==> config.mk <==
export PLATFORM = sky130hd
export DESIGN_NAME = lfsr_scan_controller_flat
export DESIGN_NICKNAME = d
export VERILOG_FILES = /design/src/rtl/lfsr_scan_controller_if.sv /design/src/rtl/lfsr_scan_controller.sv /design/src/flat_wrapper.sv
export SDC_FILE = /design/constraint.sdc
export NUM_CORES = 1
export LEC_CHECK = 0
export CELL_PAD_IN_SITES_DETAIL_PLACEMENT = 2
export CELL_PAD_IN_SITES_GLOBAL_PLACEMENT = 2
export CORE_MARGIN = 2
export CORE_UTILIZATION = 29
export CTS_BUF_LIST = sky130_fd_sc_hd__clkbuf_2 sky130_fd_sc_hd__clkbuf_4 sky130_fd_sc_hd__clkbuf_8
export DETAILED_ROUTE_END_ITERATION = 10
export HOLD_SLACK_MARGIN = 0.05
export PLACE_DENSITY_LB_ADDON = 0.25
export SETUP_SLACK_MARGIN = 0.15
export SLEW_MARGIN = 20
export SYNTH_ARGS = -nofsm -noshare
export SYNTH_HDL_FRONTEND = slang
export SYNTH_SLANG_ARGS = --single-unit
==> constraint.sdc <==
create_clock -name i_clk -period 1.8 [get_ports i_clk]
set_input_delay 0.36 -clock i_clk [delete_from_list [all_inputs] [get_ports i_clk]]
set_output_delay 0.36 -clock i_clk [all_outputs]
set_load 0.01 [all_outputs]
==> src/rtl/lfsr_scan_controller_if.sv <==
// Handshake and result bundle between the scan controller and its user.
// The master drives start/match; the slave (controller) drives the rest.
interface lfsr_scan_controller_if;
    logic       start;
    logic       match;
    logic [3:0] sel;
    logic       sel_valid;
    logic       busy;
    logic       done;
    logic       hit;
    logic [3:0] hit_addr;
    logic [4:0] hit_cnt;

    modport master (
        output start, match,
        input  sel, sel_valid, busy, done, hit, hit_addr, hit_cnt
    );

    modport slave (
        input  start, match,
        output sel, sel_valid, busy, done, hit, hit_addr, hit_cnt
    );
endinterface

==> src/rtl/lfsr_scan_controller.sv <==
// Sweeps 16 decoder select codes (0000, then LFSR x^4+x^3+1) and tallies matches.
// Define SCAN_EARLY_STOP_EN to end the sweep at the first matching code.
module lfsr_scan_controller #(
    parameter int unsigned DWELL = 1
) (
    input  logic                 i_clk,
    input  logic                 i_rst,
    lfsr_scan_controller_if.slave bus
);
    typedef enum logic [1:0] {
        IDLE,
        ZERO,
        SCAN,
        DONE
    } state_t;

    localparam logic [3:0] LAST_DWELL = 4'(DWELL - 1);
    localparam logic [3:0] LAST_CODE  = 4'b1000;

    state_t     r_state;
    logic [3:0] r_dwell;
    logic [3:0] r_sel;
    logic       r_sel_valid;
    logic       r_busy;
    logic       r_done;
    logic       r_hit;
    logic [3:0] r_hit_addr;
    logic [4:0] r_hit_cnt;

    logic       w_last;
    logic       w_stop_early;
    logic       w_end;
    logic [3:0] w_next;

    assign w_last = (r_dwell == LAST_DWELL);
    assign w_next = {r_sel[2:0], r_sel[3] ^ r_sel[2]};

`ifdef SCAN_EARLY_STOP_EN
    assign w_stop_early = bus.match;
`else
    assign w_stop_early = 1'b0;
`endif

    // Sweep ends on the sample of the final LFSR code, or early on a hit.
    assign w_end = w_last &
        (w_stop_early | (r_state == SCAN && r_sel == LAST_CODE));

    always_ff @(posedge i_clk) begin
        if (i_rst) begin
            r_state     <= IDLE;
            r_dwell     <= '0;
            r_sel       <= '0;
            r_sel_valid <= 1'b0;
            r_busy      <= 1'b0;
            r_done      <= 1'b0;
            r_hit       <= 1'b0;
            r_hit_addr  <= '0;
            r_hit_cnt   <= '0;
        end else begin
            case (r_state)
                IDLE: begin
                    r_done <= 1'b0;
                    if (bus.start) begin
                        r_state     <= ZERO;
                        r_dwell     <= '0;
                        r_sel       <= '0;
                        r_sel_valid <= 1'b1;
                        r_busy      <= 1'b1;
                        r_hit       <= 1'b0;
                        r_hit_addr  <= '0;
                        r_hit_cnt   <= '0;
                    end
                end
                ZERO, SCAN: begin
                    if (w_last) begin
                        r_dwell <= '0;
                        if (bus.match) begin
                            r_hit_cnt <= r_hit_cnt + 5'd1;
                            if (!r_hit) begin
                                r_hit      <= 1'b1;
                                r_hit_addr <= r_sel;
                            end
                        end
                        if (w_end) begin
                            r_state     <= DONE;
                            r_sel       <= '0;
                            r_sel_valid <= 1'b0;
                            r_busy      <= 1'b0;
                            r_done      <= 1'b1;
                        end else if (r_state == ZERO) begin
                            r_state <= SCAN;
                            r_sel   <= 4'b0001;
                        end else begin
                            r_sel <= w_next;
                        end
                    end else begin
                        r_dwell <= r_dwell + 4'd1;
                    end
                end
                DONE: begin
                    r_done  <= 1'b0;
                    r_state <= IDLE;
                end
                default: r_state <= IDLE;
            endcase
        end
    end

    assign bus.sel       = r_sel;
    assign bus.sel_valid = r_sel_valid;
    assign bus.busy      = r_busy;
    assign bus.done      = r_done;
    assign bus.hit       = r_hit;
    assign bus.hit_addr  = r_hit_addr;
    assign bus.hit_cnt   = r_hit_cnt;
endmodule
==> src/flat_wrapper.sv <==
// flat-port wrapper written by rule: the top's interface ports become plain ports
module lfsr_scan_controller_flat 
#(
    parameter int unsigned DWELL = 1
)
  (i_clk, i_rst, bus_start, bus_match, bus_sel, bus_sel_valid, bus_busy, bus_done, bus_hit, bus_hit_addr, bus_hit_cnt);
  lfsr_scan_controller_if bus_i ();
  input  logic i_clk;
  input  logic i_rst;
  input wire logic [$bits(bus_i.start)-1:0] bus_start;
  input wire logic [$bits(bus_i.match)-1:0] bus_match;
  output wire logic [$bits(bus_i.sel)-1:0] bus_sel;
  output wire logic [$bits(bus_i.sel_valid)-1:0] bus_sel_valid;
  output wire logic [$bits(bus_i.busy)-1:0] bus_busy;
  output wire logic [$bits(bus_i.done)-1:0] bus_done;
  output wire logic [$bits(bus_i.hit)-1:0] bus_hit;
  output wire logic [$bits(bus_i.hit_addr)-1:0] bus_hit_addr;
  output wire logic [$bits(bus_i.hit_cnt)-1:0] bus_hit_cnt;
  assign bus_i.start = bus_start;
  assign bus_i.match = bus_match;
  assign bus_sel = bus_i.sel;
  assign bus_sel_valid = bus_i.sel_valid;
  assign bus_busy = bus_i.busy;
  assign bus_done = bus_i.done;
  assign bus_hit = bus_i.hit;
  assign bus_hit_addr = bus_i.hit_addr;
  assign bus_hit_cnt = bus_i.hit_cnt;
  lfsr_scan_controller #(.DWELL(DWELL)) u_core (.i_clk(i_clk), .i_rst(i_rst), .bus(bus_i));
endmodule
==> impl_metrics.toml <==
[yosys]
synth-edff-count = 0
synth_warnings = 0
synth_seq_cells = 22
synth_cell_types = 37
synth_most_common_cell = "dfxtp_1"
async_reset_ff_frac = 0
synth.top_cell.area_share = 0.389
synthesis.area_um2 = 1130
ys_seq_area_frac = 0.389
synthTopCellsByCount = "22 x dfxtp_1, 11 x a21oi_1, 11 x nand2_1, 8 x ha_1, 8 x inv_1"
synth_area_leaders = "dfxtp_1 39%, ha_1 8.8%, a21oi_1 4.9%"
syn_inst = 128
synth_nets = 140
avgSynthCellArea_um2 = 8.84
synthFlopType = "dfxtp_1"
yosys.area.top_type = "dfxtp_1"

[pwr]
swShare = 0.386
internal_power_mw = 1.66
p_seq_frac = 0.230
p_switching_mw = 1.04
vdd_drop_max_mv = 0.694
share_comb_of_total_power = 0.593
clockPowerShare = 0.176
leakagePower_nw = 0.686
p_per_area_nw_per_um2 = 1490

[timing]
final.period_utilization = 0.975
skew_ns = 0.00372
holdWs_ns = 0.473
maxSlewHeadroom = 0.749
min_period_ns = 1.75
rsz0062_at_grt = "true"
drv_slew = 0
tightest_slew_ns = 0.376
setup_viol = 0
hold_viol = 0
timing.fmax_mhz = 570

[global_routing]
antenna_found_initial = 0
grt.busiest_layer = "met2"
grt_pass1_wl_mm = 5.93
grt_pass1_vias = 1186
grt_use_met1 = 0.207
grt_overflow = 0
grt_max_degree = 18
track_usage = 0.180
use_met2 = 0.340
grtUsageMet3 = 0.0270

[setup_path]
startpoint = "u_core.r_dwell[0]"
rr_endpoint = "u_core.bus.hit_addr[3]"
cp.required_ns = 2.00
crit_type = "reg -> reg"
arrival_ns = 1.95
path_max_fanout = 5
r2r-start = "u_core.r_dwell[0]"
r2r_cells = 6
regToRegSetupSlack_ns = 0.05
crit_end = "u_core.bus.hit_addr[3]"
end_kind = "register"
cp-start-kind = "register"

[detailed_routing]
postRouteAntennaNets = 0
initialDrtViolationCount = 26
wirelength_mm = 4.09
drtPass1Iterations = 4
remaining_drc_errors = 0
vias = 1105
wl_per_cell_um = 18.9
vias_per_cell = 5.09

[clocking]
holdBufCountCts = 0
clock-root-buffer = "clkbuf_8"
cts_buffers = 3
clk_pin_slew_worst_paths_ns = 0.09
clk_latency_ns = 0.27
cts_buffer_depth = 2
cts_tree = "done"
cts.sinks = 22
h-tree-depth = 1

[finish]
drive_gt1_frac = 0.414
final_nets = 182
fill_cells = 390
finish.utilization = 0.490
diodes = 0
syn_to_final_growth_pct = 60.8

[job]
cap_violations = 0

[floorplanning]
die_area_um2 = 4420
die_height_um = 66.5
rows = 22
io_pins = 21
die-width_um = 66.5
initial_core_util = 0.304
core_area_um2 = 3720

[status]
outcome = "completed"

[placed_design]
dpl.hpwl_mm = 2.52
place.gp.congestion = 0.696
portBuffers = 20

[worst_hold_path]
hold_class = "reg -> reg"
-- metal layers --
layer | part of all wire | vias up
met1 | 0.42 | 550
met5 | 0 | -
met4 | 0.014 | 0
met2 | 0.55 | 14
met3 | 0.017 | 5
li1 | - | 536
-- state kept, by name, indices dropped and copies added, names as in the netlist --
register	cells
u_core.bus.hit	1
u_core.bus.hit_addr	4
u_core.bus.sel	4
u_core.r_dwell	4
u_core.bus.hit_cnt	5
u_core.bus.done	1
u_core.bus.sel_valid	1
u_core.r_state	2
-- worst max-delay path, cell delays in order, from the launching register on --
cell	delay (ns)
dfxtp_2	0.33
inv_2	0.06
ha_4	0.14
or3b_4	0.44
a21o_4	0.25
or3_4	0.32
a31oi_1	0.14
-- worst min path at each step --
| stage | start | end | slack, ns | cells past startpoint |
|---|---|---|---|---|
| after global routing | u_core.bus.hit_addr[1] | u_core.bus.hit_addr[1] | 0.49 | 2 |
| after floorplan | u_core.r_dwell[1] | u_core.r_dwell[1] | 0.47 | 2 |
| final | u_core.bus.hit_addr[1] | u_core.bus.hit_addr[1] | 0.47 | 2 |
| after global placement | u_core.bus.done | u_core.bus.done | 0.45 | 2 |
| after detailed placement | u_core.bus.hit_addr[0] | u_core.bus.hit_addr[0] | 0.48 | 2 |
| after CTS | u_core.bus.sel_valid | u_core.bus.sel_valid | 0.49 | 2 |
-- metrics by stage --
step	total power, mW	instance area (um^2)	std cells	worst slack, ns	TNS [ns]
2_1_floorplan	1.34	1180	128	0.115	0
3_3_place_gp	1.63	1470	199	-0.0228	-0.0532
3_5_place_dp	1.69	1470	199	-0.0957	-0.343
4_1_cts	2.28	1620	209	0.0498	0
5_1_grt	2.87	1820	217	-0.0382	-0.0719
6_report	2.71	1820	217	0.0452	0
-- logic make-up after synthesis --
family          synth area share
compound gates             0.159
xor+xnor                  0.0232
fa+ha+maj                 0.0885
buf+inv                   0.0575
flops                      0.389
mux                       0.0387
simple gates               0.243
-- cell usage in the layout (no fill, tap or decap), types with 5 or more instances in the layout --
master,n
clkdlybuf4s50_1,19
buf_4,18
dfxtp_1,13
nand2_1,11
nand4_1,7
dfxtp_2,7
a21oi_1,6
nor3_1,5
nor2_1,5
ha_1,5
-- power by group through the flow --
| stage | Combinational (mW) | Clock [mW] | Sequential, mW |
|---|---|---|---|
| final | 1.61 | 0.477 | 0.624 |
| after global routing | 1.73 | 0.511 | 0.633 |
| after CTS | 1.19 | 0.477 | 0.614 |
| after detailed placement | 1.07 | 0 | 0.620 |
| after global placement | 1.02 | 0 | 0.611 |
| after floorplan | 0.717 | 0 | 0.622 |
-- cell type report --
class / instances / area [um^2] / share of cell area
tap: 48 / 60.1 / 0.0330
inverter: 8 / 30.0 / 0.0165
timing repair buffer: 43 / 403 / 0.221
sequential: 22 / 457 / 0.251
clock inverter: 1 / 30.0 / 0.0165
clock buffer: 3 / 41.3 / 0.0227
multi-input combinational: 92 / 798 / 0.439
-- repair_timing --
item,in CTS,in global routing
buffers inserted,6,8
gates resized for setup,10,34
hold endpoints to repair,0,0
pin swaps,3,17
gates cloned,0,0
setup endpoints to repair,19,23
(Power assumes the default switching activity.)
